**src/rtl/tick_timer.sv**
```systemverilog
// tick_timer
// Programmable down-counting event timer. Counts a loaded number of tick
// strobes (typically the roll-over of a mod-k prescaler). When the count
// runs out it emits a one-cycle expiry pulse. In periodic mode it reloads
// automatically; in one-shot mode it returns to IDLE.
//
// Handshake: there is no valid/ready pair. i_start, i_stop and i_tick are
// level-sampled strobes, evaluated on every rising edge of i_clk. When
// several are high in the same cycle, the priority is:
//   reset > i_stop > i_start > i_tick
//
// Ports
//   i_clk        system clock (rising edge)
//   i_reset      synchronous active-low reset
//   i_tick       tick strobe; may be held high on consecutive cycles
//   i_start      start / restart request
//   i_stop       abort request (ignored in IDLE)
//   i_periodic   mode, captured on an accepted start (1 = auto-reload)
//   i_load       tick count, captured on an accepted start (0 is rejected)
//   o_busy       high while in RUN
//   o_count      remaining ticks in the current period
//   o_expired    one-cycle pulse when a period completes
//   o_err        one-cycle pulse when a start with i_load == 0 is rejected
//   o_dbg_state  registered FSM state (0 = IDLE, 1 = RUN) for observation
module tick_timer #(
  parameter int W = 8
) (
  input  logic         i_clk,
  input  logic         i_reset,
  input  logic         i_tick,
  input  logic         i_start,
  input  logic         i_stop,
  input  logic         i_periodic,
  input  logic [W-1:0] i_load,
  output logic         o_busy,
  output logic [W-1:0] o_count,
  output logic         o_expired,
  output logic         o_err,
  output logic         o_dbg_state
);

  typedef enum logic {
    IDLE = 1'b0,
    RUN  = 1'b1
  } state_e;

  state_e       state_q,    state_d;
  logic [W-1:0] count_q,    count_d;
  logic [W-1:0] reload_q,   reload_d;
  logic         periodic_q, periodic_d;
  logic         expired_q,  expired_d;
  logic         err_q,      err_d;

  logic         load_ok;

  assign load_ok = (i_load != '0);

  always_ff @(posedge i_clk) begin
    if (!i_reset) begin
      state_q    <= IDLE;
      count_q    <= '0;
      reload_q   <= '0;
      periodic_q <= 1'b0;
      expired_q  <= 1'b0;
      err_q      <= 1'b0;
    end else begin
      state_q    <= state_d;
      count_q    <= count_d;
      reload_q   <= reload_d;
      periodic_q <= periodic_d;
      expired_q  <= expired_d;
      err_q      <= err_d;
    end
  end

  always_comb begin
    state_d    = state_q;
    count_d    = count_q;
    reload_d   = reload_q;
    periodic_d = periodic_q;
    expired_d  = 1'b0;
    err_d      = 1'b0;

    unique case (state_q)
      IDLE: begin
        if (i_start) begin
          if (load_ok) begin
            count_d    = i_load;
            reload_d   = i_load;
            periodic_d = i_periodic;
            state_d    = RUN;
          end else begin
            err_d = 1'b1;
          end
        end
      end

      RUN: begin
        if (i_stop) begin
          // Abort wins over a same-cycle final tick: no expiry pulse.
          state_d = IDLE;
          count_d = '0;
        end else if (i_start) begin
          // Restart discards any same-cycle tick.
          if (load_ok) begin
            count_d    = i_load;
            reload_d   = i_load;
            periodic_d = i_periodic;
          end else begin
            err_d   = 1'b1;
            state_d = IDLE;
            count_d = '0;
          end
        end else if (i_tick) begin
          // count is never 0 in RUN; <= 1 keeps the decrement from wrapping.
          if (count_q > 1) begin
            count_d = count_q - 1'b1;
          end else begin
            expired_d = 1'b1;
            if (periodic_q) begin
              count_d = reload_q;
            end else begin
              count_d = '0;
              state_d = IDLE;
            end
          end
        end
      end

      default: begin
        state_d = IDLE;
        count_d = '0;
      end
    endcase
  end

  assign o_busy      = (state_q == RUN);
  assign o_count     = count_q;
  assign o_expired   = expired_q;
  assign o_err       = err_q;
  assign o_dbg_state = state_q;

endmodule

```
**config.mk**
```make
export PLATFORM = sky130hd
export DESIGN_NAME = tick_timer
export DESIGN_NICKNAME = d
export VERILOG_FILES = /design/src/rtl/tick_timer.sv
export SDC_FILE = /design/constraint.sdc
export NUM_CORES = 1
export LEC_CHECK = 0
export BUFFER_PORTS_ARGS = -buffer_cell sky130_fd_sc_hd__buf_2
export CELL_PAD_IN_SITES_DETAIL_PLACEMENT = 0
export CELL_PAD_IN_SITES_GLOBAL_PLACEMENT = 1
export CORE_ASPECT_RATIO = 0.6
export CORE_UTILIZATION = 35
export DETAILED_ROUTE_END_ITERATION = 7
export PLACE_DENSITY_LB_ADDON = 0.1
export SKIP_LAST_GASP = 1
export SLEW_MARGIN = 15
export SYNTH_ARGS = -nofsm -noshare
export SYNTH_HDL_FRONTEND = slang
export SYNTH_SLANG_ARGS = --single-unit
```
**constraint.sdc**
```tcl
create_clock -name i_clk -period 3 [get_ports i_clk]
set_input_delay 0 -clock i_clk [delete_from_list [all_inputs] [get_ports i_clk]]
set_output_delay 0 -clock i_clk [all_outputs]
set_load 0.005 [all_outputs]
```
Word level (Yosys, flattened, before mapping)
Index checks and enable logic that the tools add are counted.
{"block": "totals", "regBits": 20, "in_bits": 14, "wordCells": 48}
{"block": "op_classes", "addsub": 1, "n_lt_le_gt_ge": 1, "n_eq_ne": 4, "mux": 30, "bitwise": 3, "n_reduce_logical": 3}
{"cell": "$mux W8", "n": 11}
{"cell": "$pmux W8 S2", "n": 2}
{"cell": "$mux W1", "n": 14}
{"cell": "$gt A8 B1 Y1 const B", "n": 1}
{"cell": "$reduce_bool A8 Y1", "n": 1}
{"cell": "$sub A8 B1 Y8 const B", "n": 1}
{"cell": "$ne A2 B2 Y1 const B", "n": 3}
{"cell": "$pmux W1 S2", "n": 3}
{"cell": "$reduce_or A5 Y1", "n": 1}
{"cell": "$ne A4 B4 Y1 const B", "n": 1}
{"cell": "$not A1 Y1", "n": 3}
{"cell": "$reduce_and A3 Y1", "n": 1}

Longest topological paths before layout
{"block": "depth", "ltp_word": 6, "ltp_mapped": 8, "ltp_nobuf": 6}

Least setup slack after synthesis
No wires, ideal clock.
{"block": "synth_timing", "kind": "reg2reg", "from": "register count_q[0], in the netlist o_count[0]", "to": "register count_q[4], in the netlist o_count[4]", "setup_ns": 0.119, "arrival_ns": 1.894, "required_time_ns": 2.881, "setup_slack_ns": 0.987, "stages_incl_launch_ff": 9, "n_path_buf": 2, "synth_period_minus_slack_ns": 2.013, "cell_sequence": "dfxtp_1 -> inv_1 -> ha_1 -> or2_0 -> buf_2 -> and3_1 -> buf_6 -> o311a_1 -> o221a_1"}
{"block": "synth_between", "elab_chain_len": 6, "word_cells_on_any_way": 7}
{"element": "start, declared", "line_no": "48", "rtl": "logic [W-1:0] count_q, count_d;"}
{"element": "start signal, assigned", "line_no": "68", "rtl": "count_q <= count_d;"}
{"element": "$sub A8 B1 Y8 or $gt A8 B1 Y1 (tied branches)", "line_no": "117, 116"}
{"element": "$mux W8 *", "line_no": "116", "rtl": "if (count_q > 1) begin"}
{"element": "$mux W8 *", "line_no": "114", "rtl": "end else if (i_tick) begin"}
{"element": "$mux W8 *", "line_no": "103", "rtl": "end else if (i_start) begin"}
{"element": "$mux W8 *", "line_no": "99", "rtl": "if (i_stop) begin"}
{"element": "$pmux W8 S2 *", "line_no": "84", "rtl": "unique case (state_q)"}
Every way passes the cells marked *; elsewhere a longest branch is shown, timed or not. The select of a mux whose other input is x is not followed.
A chain may end at the register's enable or synchronous reset.

Final worst setup path
Ends and elaborated chain as after synthesis.

==> summary.md <==
| Metric | Value |
|---|---|
| Status | finished clean |
| Average wire per cell in the routed design | about 16 µm |
| Vias per Instance | 5.63 |
| Number of sinks on the clock net | 20 |
| Clk pin slew, worst setup/hold paths | 0.08 ns |
| Clk_lat worst skew | about 0.27 ns |
| Total negative slack | 0 ns |
| Met1 Routed Length | 1650 µm |
| Total of endpoints with negative setup slack in the final report | 0 |
| Total iterations of the first detailed-routing run | 4 |
| Number of DRC violations after detailed routing | 0 |
| CP top delay family | simple AND/OR/NAND/NOR gates |
| Buf/Inv on CP | 1 |
| Setup repair after global routing missed its margin | no |
| Wire length of the first global-routing pass | 5380 µm |
| Highest metal layer with signal wires | met4 |
| Netlist area before placement | ~1200 µm² |
| Synth Area per Inst | just under 9 µm² |
| Starting utilization of the core area | 39.0% |
| Seq/Total Area, Yosys | roughly a third |
| Cell count after synthesis | between 100 and 150 |
| Synthesis warning total | 0 |
| CP Cell Sequence | inv_1 > ha_1 > or2_0 > and3_1 > o311a_1 > o221a_1 |
| Worst vdd ir | 0.000186 V |
| Vias in the first global route | roughly 1100 |
| Multiplexer share of the synthesized area | about 8.5% |
| Share of the core filled with cells | between 40% and 50% |
| Initial DRC count | between 50 and 60 |
| Critical path class | reg -> reg |
| Peak per-stage delay on the critical path | 0.46 ns |
| Worst min-delay path class | in -> reg |
| Final hold vios | 0 |
| Top cell type's share of synthesized area | about a third |
| Portion of the clock cycle consumed by the worst path in the final layout | between 70% and 80% |
| Total of flip-flops plus latches after synthesis | 20 |
| Slowest cell on the critical path | sky130_fd_sc_hd__dfxtp_1 |
| Final nets | around 170 |
| Post-Route Skew | around 0.0039 ns |
| Die W | just under 80 µm |
| Clk Tree Root Cell | sky130_fd_sc_hd__clkbuf_8 |
| Adder-cell share of the synthesized area | 2.13% |
| Post-DRT Antenna Nets | 0 |
| Highest achievable clock rate | 445 MHz |
| Post-Route WL | approximately 3200 µm |
| Compound-cell area share of the yosys netlist | 24.0% |
| Total number of H-tree levels | 1 |
| Fraction of final layout cells with drive strength greater than 1 | between 20 and 25% |
| Commonest cells in the synthesized netlist | sky130_fd_sc_hd__dfxtp_1, sky130_fd_sc_hd__nand2_1, sky130_fd_sc_hd__mux2i_1 |
| Met2 wire length | between 1000 and 1500 µm |
| Synth area leader | sky130_fd_sc_hd__dfxtp_1 |
| Leakage power summed over all cells | approximately 0.56 nW |
| Combinational family with the most area after synthesis | compound AO/OA/AOI/OAI gates |
| Total met3 wirelength after detailed routing | roughly 180 µm |
| Crit path required time | between 3 and 4 ns |
| Number of distinct library cells after synthesis | 42 |
| Top cells by area in the synthesized netlist | sky130_fd_sc_hd__dfxtp_1, sky130_fd_sc_hd__mux2i_1, sky130_fd_sc_hd__nor2b_1 |
| TritonCTS clock tree | done |
| Placer Congestion | around 0.8 |
| Count of pins on the block boundary | 26 |
| Number of diodes added for antenna fixing | 0 |
| Gr ovfl total | 0 |
| Post-synth EDFFs | 0 |
| Most instantiated flip-flop cell in the synthesis netlist | sky130_fd_sc_hd__dfxtp_1 |
| Largest net degree at the start of global routing | 21 |
| Area of the die | 3610 µm² |
| Total power per unit cell area | between 400 and 500 nW/µm² |
| Relative slew slack | 23.6% |
| Maximum fanout along the worst path | 10 |
| Simple-gate share of the synthesized area | a little under a quarter |
| Maximum number of buffers from clock root to sink | 2 |
| Die Y | ~47 µm |
| Area grow syn2layout | 16.8% |
| CTS Buf Count | 3 |
| Vias after detailed routing | roughly 1100 |
| Max-slew violations | 0 |
| Share of the synthesized netlist area taken by xor and xnor gates | ~1.5% |
| Core footprint | slightly above 3000 µm² |
| Port Buffers | 25 |
| Arrival time at the worst endpoint | ~2.4 ns |
| Tmin final | ~2.2 ns |
| Max-cap violations | 0 |
| Number of antenna violations at the first check in global routing | 0 |
| HPWL after DPL | 2310 µm |
| Worst R2R Setup Slack | about 0.75 ns |
| Row count | 15 |
| Critical path capture point type | register |
| CP startpoint kind | register |
| Net Count, Synth | between 100 and 150 |
| Post-synthesis async set-or-reset flop share | 0% |
| Dominant cell by count in the synthesized netlist | sky130_fd_sc_hd__dfxtp_1 |
| Global router's overall resource usage | roughly a fifth |
| Worst-margin pin slew | approximately 1.1 ns |
tightest hold or removal path: cells and delay by family:
| family | cells | cell delay [ns] |
|---|---|---|
| buf+inv | 1 | 0.10 |
| mux | 1 | 0.06 |
| simple gates | 1 | 0.10 |
cells by family after synthesis:
group,Yosys count
mux,10
buf+inv,16
flops,20
compound gates,38
fa+ha+maj,2
simple gates,45
xor+xnor,2
cell type report:
type	count	area, µm²
Timing Repair Buffer	28	150
Tap cell	42	52.6
Sequential cell	20	400
Fill cell	312	1650
Multi-Input combinational cell	97	694
Inverter	6	22.5
Clock buffer	4	55.1
metrics by stage:
stage	worst slack (ns)	instances	cell area (µm²)	power (W)	hold slack (ns)
3_5_place_dp	0.797	192	1310	0.000470	0.269
3_3_place_gp	0.888	192	1310	0.000470	0.259
6_report	0.754	197	1380	0.000683	0.0264
4_1_cts	0.774	197	1380	0.000685	0.0248
5_1_grt	0.629	197	1380	0.000721	0.0433
2_1_floorplan	0.987	133	1180	0.000425	0.155
sequential cells by signal, indices dropped and copies added (netlist names):
register    count
o_err           1
reload_q        8
o_busy          1
o_count         8
o_expired       1
periodic_q      1
path summary, 6_finish.rpt:
check,start,endpoint,depth (start not counted)
max,o_count[0],o_count[4],6
min,i_load[2],reload_q[2],3
max reg2reg,o_count[0],o_count[4],6
min reg2reg,reload_q[6],reload_q[6],2
what timing repair did:
action	in CTS	in global routing
resized for setup	0	0
endpoints found under the setup margin	0	0
setup buffers	0	0
hold buffers	1	0
hold endpoints to repair	1	0
routing by layer:
metal  vias up  track usage [%]
met5         -                0
met4         0             3.46
met3         3             5.44
met2        32             30.5
met1       526             28.2
li1        548                -
cell usage in the layout (no fill, tap or decap), types with 3 or more instances in the layout:
master,n
sky130_fd_sc_hd__inv_1,6
sky130_fd_sc_hd__nand4_1,4
sky130_fd_sc_hd__buf_2,25
sky130_fd_sc_hd__dfxtp_1,20
sky130_fd_sc_hd__o211ai_1,5
sky130_fd_sc_hd__nor2_1,5
sky130_fd_sc_hd__o22ai_1,3
sky130_fd_sc_hd__o21ai_0,5
sky130_fd_sc_hd__nand2_1,11
sky130_fd_sc_hd__nor4_1,3
sky130_fd_sc_hd__a31oi_1,6
sky130_fd_sc_hd__nor2b_1,9
sky130_fd_sc_hd__mux2i_1,10
sky130_fd_sc_hd__clkbuf_8,4
sky130_fd_sc_hd__a311oi_1,5
power breakdown:
group / total [W] / internal [W] / switching, W
sequential: 0.000310 / 0.000284 / 0.0000267
combinational: 0.000157 / 0.0000687 / 0.0000882
clock: 0.000216 / 0.000117 / 0.0000986
(Power assumes the default switching activity.)
